--- config.mk ---
export PLATFORM = sky130hd
export DESIGN_NAME = mem_port_arbiter
export DESIGN_NICKNAME = d
export VERILOG_FILES = /design/src/rtl/mem_port_arbiter.sv
export SDC_FILE = /design/constraint.sdc
export NUM_CORES = 1
export LEC_CHECK = 0
export ABC_AREA = 1
export CORE_AREA = 4 4 103 105
export DETAILED_ROUTE_END_ITERATION = 6
export DIE_AREA = 0 0 107 109
export PLACE_DENSITY = 0.65
export SYNTH_ARGS = -nofsm -noshare
export SYNTH_HDL_FRONTEND = slang
export SYNTH_SLANG_ARGS = --single-unit
--- constraint.sdc ---
create_clock -name clk -period 3.8 [get_ports clk]
set_input_delay 0.95 -clock clk [delete_from_list [all_inputs] [get_ports clk]]
set_output_delay 0.95 -clock clk [all_outputs]
set_load 0.1 [all_outputs]
--- src/rtl/mem_port_arbiter.sv ---
// Fetch/LSU arbiter in front of a single-port 1-cycle-latency RAM, with starvation guard for fetch.
// Optional stall counters (perf_if_stall/perf_d_stall) are built when MEM_ARB_PERF_EN is defined.
module mem_port_arbiter #(
  parameter int ADDR_W     = 32,
  parameter int DATA_W     = 32,
  parameter int STARVE_MAX = 4
) (
  input  logic                clk,
  input  logic                rst,
  input  logic                if_req,
  input  logic [ADDR_W-1:0]   if_addr,
  output logic                if_gnt,
  output logic                if_rvalid,
  output logic [DATA_W-1:0]   if_rdata,
  input  logic                d_req,
  input  logic                d_we,
  input  logic [DATA_W/8-1:0] d_be,
  input  logic [ADDR_W-1:0]   d_addr,
  input  logic [DATA_W-1:0]   d_wdata,
  output logic                d_gnt,
  output logic                d_rvalid,
  output logic [DATA_W-1:0]   d_rdata,
  output logic                mem_en,
  output logic                mem_we,
  output logic [DATA_W/8-1:0] mem_be,
  output logic [ADDR_W-1:0]   mem_addr,
  output logic [DATA_W-1:0]   mem_wdata,
  input  logic [DATA_W-1:0]   mem_rdata
`ifdef MEM_ARB_PERF_EN
  ,
  output logic [31:0]         perf_if_stall,
  output logic [31:0]         perf_d_stall
`endif
);

  localparam int BE_W  = DATA_W / 8;
  localparam int CNT_W = $clog2(STARVE_MAX + 1);

  typedef enum logic [1:0] {
    IDLE    = 2'd0,
    RESP_IF = 2'd1,
    RESP_D  = 2'd2
  } owner_e;

  owner_e           owner_q, owner_d;
  logic [CNT_W-1:0] starve_cnt_q, starve_cnt_d;
  logic             d_we_q, d_we_d;
  logic             starved;

  assign starved = (starve_cnt_q == CNT_W'(STARVE_MAX));

  // Grants are gated by reset so nothing reaches the RAM while reset is held.
  always_comb begin
    if_gnt = 1'b0;
    d_gnt  = 1'b0;
    if (rst) begin
      if (if_req && (starved || !d_req)) begin
        if_gnt = 1'b1;
      end else if (d_req) begin
        d_gnt = 1'b1;
      end
    end
  end

  always_comb begin
    mem_en    = if_gnt | d_gnt;
    mem_we    = d_gnt & d_we;
    mem_be    = d_gnt ? d_be : {BE_W{1'b0}};
    mem_wdata = d_gnt ? d_wdata : {DATA_W{1'b0}};
    if (d_gnt) begin
      mem_addr = d_addr;
    end else if (if_gnt) begin
      mem_addr = if_addr;
    end else begin
      mem_addr = {ADDR_W{1'b0}};
    end
  end

  always_comb begin
    owner_d      = IDLE;
    d_we_d       = d_we_q;
    starve_cnt_d = {CNT_W{1'b0}};
    if (if_gnt) begin
      owner_d = RESP_IF;
    end else if (d_gnt) begin
      owner_d = RESP_D;
      d_we_d  = d_we;
    end
    if (if_req && !if_gnt) begin
      starve_cnt_d = starved ? starve_cnt_q : starve_cnt_q + CNT_W'(1);
    end
  end

  always_ff @(posedge clk or negedge rst) begin
    if (!rst) begin
      owner_q      <= IDLE;
      starve_cnt_q <= {CNT_W{1'b0}};
      d_we_q       <= 1'b0;
    end else begin
      owner_q      <= owner_d;
      starve_cnt_q <= starve_cnt_d;
      d_we_q       <= d_we_d;
    end
  end

  // Store acks return zero data; only loads forward the RAM word.
  always_comb begin
    if_rvalid = (owner_q == RESP_IF);
    d_rvalid  = (owner_q == RESP_D);
    if_rdata  = if_rvalid ? mem_rdata : {DATA_W{1'b0}};
    d_rdata   = (d_rvalid && !d_we_q) ? mem_rdata : {DATA_W{1'b0}};
  end

`ifdef MEM_ARB_PERF_EN
  logic [31:0] perf_if_q, perf_d_q;

  always_ff @(posedge clk or negedge rst) begin
    if (!rst) begin
      perf_if_q <= 32'd0;
      perf_d_q  <= 32'd0;
    end else begin
      if (if_req && !if_gnt) begin
        perf_if_q <= perf_if_q + 32'd1;
      end
      if (d_req && !d_gnt) begin
        perf_d_q <= perf_d_q + 32'd1;
      end
    end
  end

  assign perf_if_stall = perf_if_q;
  assign perf_d_stall  = perf_d_q;
`endif

endmodule

# Word-level counts from Yosys, hierarchy flattened
# Cells that the tools add are included.
# op_classes
add_sub_neg,1
eq_ne,4
n_mux,15
bitwise_logic,3
reduce_logical,8
# op_table
cell,n
two-way mux 32 bit,5
two-way mux 3 bit,2
two-way mux 1 bit,5
two-way mux 2 bit,2
two-way mux 4 bit,1
"adder 3 x 1 -> 3 bit, second input constant",1
"equality test 3 bit, second input constant",1
logical AND 1 bit,3
zero test 1 bit,3
"equality test 2 x 1 -> 1 bit, second input constant",1
"equality test 2 bit, second input constant",1
"!= test 2 bit, second input constant",1
AND reduction 2 bit,1
bitwise AND 1 bit,1
logical OR 1 bit,1
NOT 1 bit,1
bitwise OR 1 bit,1
# totals
ff_bits,6
word_cells,34

# Depth between registers and ports, before layout
# Gate-level depths: netlist of the first run.
# depth
word_depth,8
ltp_mapped,9
depth_no_buf,8

# Worst setup path before layout of the first run
# Ideal clock, no wire load.
# synth_timing
path_type,reg-to-output
startpoint,register owner_q[0]
endpoint,output d_rdata[10]
t_arrival_ps,3469
required_time_ps,2850
path_slack_ps,-619
stages_incl_launch_ff,5
cell_sequence,dfrtp_1 > nor2_1 > nand2_1 > buf_2 > nor2_1
# synth_between
elab_chain_cells,3
# synth_lines
element,line,rtl
start: declaration,45,"owner_e owner_q, owner_d;"
start signal: assignment,100,owner_q <= owner_d;
equality test 2 bit,109,d_rvalid = (owner_q == RESP_D);
named net d_rvalid,21,"output logic d_rvalid,"
logical AND 1 bit,111,d_rdata = (d_rvalid && !d_we_q) ? mem_rdata : {DATA_W{1'b0}};
two-way mux 32 bit,111,
end: declaration,22,"output logic [DATA_W-1:0] d_rdata,"
# The timed path passes the listed nets, and every way through them passes these cells.

# Worst setup path in the final report of the first run
# layout_timing
startpoint,input d_req
endpoint,output mem_wdata[11]
# layout_between
elab_chain_cells,6
# layout_lines
element,line,rtl
start: declaration,15,"input logic d_req,"
zero test 1 bit,57,if (if_req && (starved || !d_req)) begin
logical OR 1 bit,57,
logical AND 1 bit,57,
two-way mux 1 bit (*),57,
two-way mux 1 bit (*),56,if (rst) begin
two-way mux 32 bit (*),69,mem_wdata = d_gnt ? d_wdata : {DATA_W{1'b0}};
end: declaration,27,"output logic [DATA_W-1:0] mem_wdata,"
# Mark *: on every way between the ends. The rest lies on a longest branch, timed or not.

==> qor.yml, run 1 <==
cts:
  clock_path_buffers: 2
  ctsResizeCount: 0
  clock-sinks: 6
  cts-root-buf: "clkbuf_8"
  clkTransAtPathRegs_ns: 0.03
  post-cts-setup-buffers: 0
  cts_max_level: 1
  hold_buffers: 0
  cts_made_buffers: 3
  clock_latency_ns: 0.22
  cts_tree: "done"
floorplanning:
  initial_utilization_pct: 16.76
  dieHeight_um: 109
  rows: 36
  die-area_sq_um: 11660
  core_sq_um: 9639
  ios: 275
  die_width_um: 107
place:
  hpwlAfterDp_mm: 9.134
  place_congestion: 0.7698
  portBuffers: 274
global_route:
  grt_pass1_wl_mm: 14.97
  antenna_found_initial: 0
  first_global_vias: 3014
  grt_max_degree: 41
  track_usage_pct: 16.08
  grt_overflow: 0
drt:
  dr_total_vias: 3013
  wl_per_cell_um: 14.47
  postRouteAntennaNets: 0
  drc_errors: 0
  dr.pass1.iters: 4
  drtIter0Drc: 207
  viasPerCell: 4.156
  routed_wl_mm: 10.49
setup_path:
  worstReg2RegStart: "starve_cnt_q[0]"
  reg2reg_to: "starve_cnt_q[0]"
  start_kind: "primary input"
  required_ns: 2.85
  worstPathMaxFanout: 40
  crit_type: "in2out"
  crit_arrival_ns: 2.57
  r2r_cells: 8
  reg2reg_slack_ns: 2.12
  end_kind: "output port"
sta:
  period_needed_ns: 3.520
  finalHoldViolations: 0
  setup_viol: 0
  finalClockSkew_ns: 0.002276
  fin_hold_ws_ns: 0.4876
  tightest_slew_ns: 1.058
  relSlewSlack_pct: 29.29
  fmax_ghz: 0.2841
  final_max_slew_viol_count: 0
  period_share_pct: 92.64
  rsz0062_at_grt: "no"
logic_synthesis:
  avgSynthCellArea_sq_um: 4.822
  ys_seq_area_share_pct: 9.295
  yosys.area.top_type: "nor2_1"
  ys_warn_count: 0
  syn_inst: 335
  yosysTopAreaCellShare_pct: 24.63
  synth_nets: 474
  synth_cell_type_count: 16
  yosys_register_bits: 6
  ys_top_cells_by_area: "nor2_1 25%, inv_1 18%, nand4_1 12%, nand3_1 11%, nand2_1 9.8%"
  syn_area_sq_um: 1615
worst_hold_path:
  holdPathStages: 2
  min_from: "d_we_q"
  worstHoldPathType: "reg2reg"
  min_to: "d_we_q"
finish:
  n_antenna_cell: 0
  nets: 733
  final_core_util_pct: 52.17
  fillers: 971
  drive_gt1_share_pct: 26.01
  area_growth_pct: 211.3
flow_run:
  maxCapViolations: 0
status:
  status: "finished clean"
power_and_ir_drop:
  peakVddDrop_uv: 90.41
  power_density_nw_per_um2: 229.7
  p_leak_uw: 0.002626
==> layer usage <==
metal | vias up | GRT usage (%) | part of all wire [%]
met5 | - | 0 | 0
met2 | 186 | 32.78 | 54
li1 | 1515 | - | -
met3 | 16 | 5.921 | 12
met1 | 1296 | 14.90 | 32
met4 | 0 | 4.110 | 1.9
==> sequential cells by signal, summed over array words and instances, names as in the netlist <==
signal,count
starve_cnt_q,3
owner_q,2
d_we_q,1
==> metrics by stage <==
step                instance area [sq um]  TNS [ns]  worst slack, ns  cells  power [uW]
floorplan                            1618    -2.415         -0.08049    335       672.0
global placement                     4987         0           0.2722    722        1057
detailed placement                   4987         0           0.2643    722        1066
CTS                                  5029         0           0.2611    725        1164
global route                         5029         0           0.1365    725        1201
finish                               5029         0           0.2798    725        1155
==> cell families after synthesis <==
family,after synthesis,share of synthesized area (%)
simple gates,218,59.80
buf+inv,107,28.50
flops,6,9.295
fa+ha+maj,2,1.549
compound gates,1,0.3095
xor+xnor,1,0.5423
==> synth_stat cells, drive strengths merged <==
library cell	n
nand3	34
buf	19
dfrtp	6
inv	80
ha	2
nand2	46
nand4	32
clkbuf	8
o21ai	1
nor2	106
xor2	1
==> cell usage in the layout (no fill, tap or decap) <==
master	instances
buf_12	73
buf_4	72
clkbuf_8	3
clkdlybuf4s50_1	136
dfrtp_1	6
ha_1	2
inv_1	79
inv_2	1
nand2_1	42
nand2_2	1
nand2_4	3
nand3_1	34
nand4_1	32
nor2_1	105
nor2_2	1
o21ai_0	1
xor2_1	1
==> layout make-up <==
cell class / count / area [sq um] / share of cell area (%)
Sequential cell: 6 / 150.1 / 2.986
Tap cell: 133 / 166.4 / 3.309
Inverter: 80 / 300.3 / 5.972
Timing Repair Buffer: 281 / 3363 / 66.88
Clock buffer: 3 / 41.29 / 0.8211
Multi-Input combinational cell: 222 / 1007 / 20.03
==> where the power goes <==
part           total (uW)  switching (uW)  leakage [uW]  internal [uW]
Clock                94.7            26.7     0.0000216           68.0
Combinational         985             645       0.00253            339
Sequential           75.9            4.36     0.0000788           71.5
Total                1160             676       0.00263            479
==> worst max-delay path: stages <==
cell             delay, ns
clkdlybuf4s50_1       0.53
nand2_1               0.08
inv_2                 0.20
nand2_4               0.28
nor2_1                0.29
buf_12                0.21
==> how the worst max path moves through the flow <==
stage / startpoint / to / slack [ns] / depth (start not counted)
2_1_floorplan: owner_q[0] / d_rdata[10] / -0.08 / 4
3_3_place_gp: d_req / mem_be[2] / 0.27 / 6
3_5_place_dp: d_req / mem_wdata[11] / 0.26 / 6
4_1_cts: d_req / mem_wdata[11] / 0.26 / 6
5_1_grt: d_req / mem_wdata[17] / 0.14 / 6
6_report: d_req / mem_wdata[11] / 0.28 / 6
Note: power is estimated with default switching activity, not from simulation.
==> run 2, diff against run 1 <==
--- a/config.mk
+++ b/config.mk
@@ -6,10 +6,10 @@
 export NUM_CORES = 1
 export LEC_CHECK = 0
 export ABC_AREA = 1
-export CORE_AREA = 4 4 103 105
+export CORE_AREA = 4 4 105 107
 export DETAILED_ROUTE_END_ITERATION = 6
-export DIE_AREA = 0 0 107 109
-export PLACE_DENSITY = 0.65
+export DIE_AREA = 0 0 109 111
+export PLACE_DENSITY = 0.63
 export SYNTH_ARGS = -nofsm -noshare
 export SYNTH_HDL_FRONTEND = slang
 export SYNTH_SLANG_ARGS = --single-unit
==> constraint.sdc (replaced) <==
create_clock -name clk -period 3.65 [get_ports clk]
set_input_delay 0.9125 -clock clk [delete_from_list [all_inputs] [get_ports clk]]
set_output_delay 0.9125 -clock clk [all_outputs]
set_load 0.1 [all_outputs]
==> qor.yml, run 2 (synthesis results as in run 1) <==
status:
  status: "finished clean"  # unchanged
drt:
  postRouteAntennaNets: 0  # unchanged
  wl_per_cell_um: 14.50  # was 14.47 um
  drtIter0Drc: 174  # was 207
  routed_wl_mm: 10.57  # was 10.49 mm
  dr_total_vias: 2984  # was 3013
  drc_errors: 0  # unchanged
  viasPerCell: 4.093  # was 4.156
  dr.pass1.iters: 4  # unchanged
power_and_ir_drop:
  seqPwrFrac_pct: 6.4  # was 6.6%
  pwr-share-clk_pct: 7.8  # was 8.2%
  p_sw_share_pct: 57.38  # was 58.55%
  p_int_uw: 524.8  # was 478.9 uW
  peakVddDrop_uv: 95.78  # was 90.41 uV
  p_switching_uw: 706.6  # was 676.4 uW
  p_leak_uw: 0.002712  # was 0.002626 uW
  power_frac_comb_pct: 85.8  # was 85.2%
  power_density_nw_per_um2: 229.0  # was 229.7 nW/um^2
sta:
  fmax_ghz: 0.2971
  relSlewSlack_pct: 28.85  # was 29.29%
  fin_hold_ws_ns: 0.4776  # was 0.4876 ns
  period_share_pct: 92.22
  setup_viol: 0  # unchanged
  rsz0062_at_grt: "no"  # unchanged
  tightest_slew_ns: 1.065  # was 1.058 ns
  finalClockSkew_ns: 0.00006814  # was 0.002276 ns
  final_max_slew_viol_count: 0  # unchanged
  period_needed_ns: 3.366
  finalWorstSetupSlack_ns: 0.2841  # was 0.2798 ns
  finalHoldViolations: 0  # unchanged
cts:
  post-cts-setup-buffers: 0  # unchanged
  cts_max_level: 1  # unchanged
  ctsResizeCount: 0  # unchanged
  clock_path_buffers: 2  # unchanged
  cts_tree: "done"  # unchanged
  clock_latency_ns: 0.22  # about the same
  hold_buffers: 0  # unchanged
  clock-sinks: 6  # unchanged
  clkTransAtPathRegs_ns: 0.03  # about the same
  cts_made_buffers: 3  # unchanged
  cts-root-buf: "clkbuf_8"  # unchanged
finish:
  final_common_cell: "clkdlybuf4s50_1"  # unchanged
  n_antenna_cell: 0  # unchanged
  design_area_sq_um: 5378  # was 5029 sq um
  drive_gt1_share_pct: 26.14  # was 26.01%
  top_register: "starve_cnt_q"  # unchanged
  largest_reg_flops: 3  # unchanged
  nets: 734  # was 733
  area_growth_pct: 232.9  # was 211.3%
  reg_top3: "starve_cnt_q x3, owner_q x2, d_we_q x1"  # unchanged
  final_cell_mix: "136 x clkdlybuf4s50_1, 105 x nor2_1, 100 x buf_12, 79 x inv_1, 46 x buf_4"  # was 136 x clkdlybuf4s50_1, 105 x nor2_1, 79 x inv_1, 73 x buf_12, 72 x buf_4
  fillers: 946  # was 971
worst_hold_path:
  min_to: "d_we_q"  # unchanged
  min_from: "d_we_q"  # unchanged
  worstHoldPathType: "reg2reg"  # unchanged
  holdPathStages: 2  # unchanged
setup_path:
  crit_arrival_ns: 2.45  # was 2.57 ns
  worstPathMaxFanout: 40  # unchanged
  start_kind: "primary input"  # unchanged
  required_ns: 2.74  # was 2.85 ns
  worstReg2RegStart: "starve_cnt_q[0]"  # unchanged
  reg2reg_to: "starve_cnt_q[1]"  # was starve_cnt_q[0]
  reg2reg_slack_ns: 2.02  # was 2.12 ns
  end_kind: "output port"  # unchanged
  crit_type: "in2out"  # unchanged
  r2r_cells: 8  # unchanged
place:
  portBuffers: 274  # unchanged
  placed_cell_area_sq_um: 5336  # was 4987 sq um
  pre_cts_ws_ns: 0.2590  # was 0.2643 ns
  hpwlAfterDp_mm: 9.212  # was 9.134 mm
  place_congestion: 0.8511  # was 0.7698
floorplanning:
  dieHeight_um: 111  # was 109 um
  rows: 37  # was 36
  ios: 275  # unchanged
  core_sq_um: 10140  # was 9639 sq um
  die_width_um: 109  # was 107 um
  initial_utilization_pct: 15.93  # was 16.76%
  die-area_sq_um: 12100  # was 11660 sq um
global_route:
  antenna_found_initial: 0  # unchanged
  grt_overflow: 0  # unchanged
  grt_pass1_wl_mm: 15.18  # was 14.97 mm
  grt_max_degree: 41  # unchanged
  met1_usage_pct: 15.63  # was 14.90%
  first_global_vias: 2952  # was 3014
  track_usage_pct: 15.69  # was 16.08%
  grt.busiest_layer: "met2"  # unchanged
  grtUsageMet2_pct: 31.29  # was 32.78%
  met3_usage_pct: 3.727  # was 5.921%
flow_run:
  maxCapViolations: 0  # unchanged
==> run 2: changes by cell type in the layout (fill, tap and decap cells not counted), sizes merged <==
cell  change
buf       +1
==> run 2: through the flow <==
step           power [uW]  utilization (%)  TNS, ns  instances
2_1_floorplan       699.6                -   -5.827        335
3_3_place_gp         1132            52.63        0        726
3_5_place_dp         1140            52.63        0        726
4_1_cts              1242            53.04        0        729
5_1_grt              1276            53.04        0        729
6_report             1231            53.04        0        729
==> run 2: critical path, cell delays in order <==
cell and delay (ns):
clkdlybuf4s50_1 0.53, nand2_4 0.08, nand2_4 0.14, nand2_4 0.26, nor2_1 0.29, buf_12 0.21
==> run 2: final cells by class <==
class / count / area, sq um / area share (%)
Timing Repair Buffer: 282 / 3709 / 68.96
Multi-Input combinational cell: 222 / 1007 / 18.73
Inverter: 80 / 300.3 / 5.584
Tap cell: 136 / 170.2 / 3.164
Sequential cell: 6 / 150.1 / 2.792
Clock buffer: 3 / 41.29 / 0.7678
==> run 2: worst max path at each step <==
| stage | depth (start not counted) | end | from | slack [ns] |
|---|---|---|---|---|
| 2_1_floorplan | 4 | d_rdata[10] | owner_q[0] | -0.19 |
| 3_3_place_gp | 6 | mem_be[1] | rst | 0.33 |
| 3_5_place_dp | 6 | mem_wdata[23] | d_req | 0.26 |
| 4_1_cts | 6 | mem_wdata[23] | d_req | 0.26 |
| 5_1_grt | 6 | mem_wdata[0] | d_req | 0.17 |
| 6_report | 6 | mem_be[3] | d_req | 0.28 |
==> run 2: metal layers <==
layer | wire (um) | vias up | share of wire [%]
li1 | - | 1515 | -
met1 | 3642 | 1283 | 34
met2 | 5613 | 171 | 53
met3 | 1108 | 15 | 10
met4 | 204 | 0 | 1.9
met5 | 0 | - | 0
==> run 2: power by group through the flow <==
stage,logic [uW],registers [uW],clock network (uW)
after floorplan,621,78.7,0
after global placement,1050,79.3,0
after detailed placement,1060,79.8,0
after CTS,1060,79.0,100
after global routing,1100,79.7,101
final,1060,79.0,96.4
==> run 3, diff against run 2 <==
--- a/config.mk
+++ b/config.mk
@@ -10,6 +10,7 @@
 export DETAILED_ROUTE_END_ITERATION = 6
 export DIE_AREA = 0 0 109 111
 export PLACE_DENSITY = 0.63
+export SETUP_SLACK_MARGIN = 0.02
 export SYNTH_ARGS = -nofsm -noshare
 export SYNTH_HDL_FRONTEND = slang
 export SYNTH_SLANG_ARGS = --single-unit
==> results of run 3 <==
Final layout, timing and power as in run 2 (identical DEF).
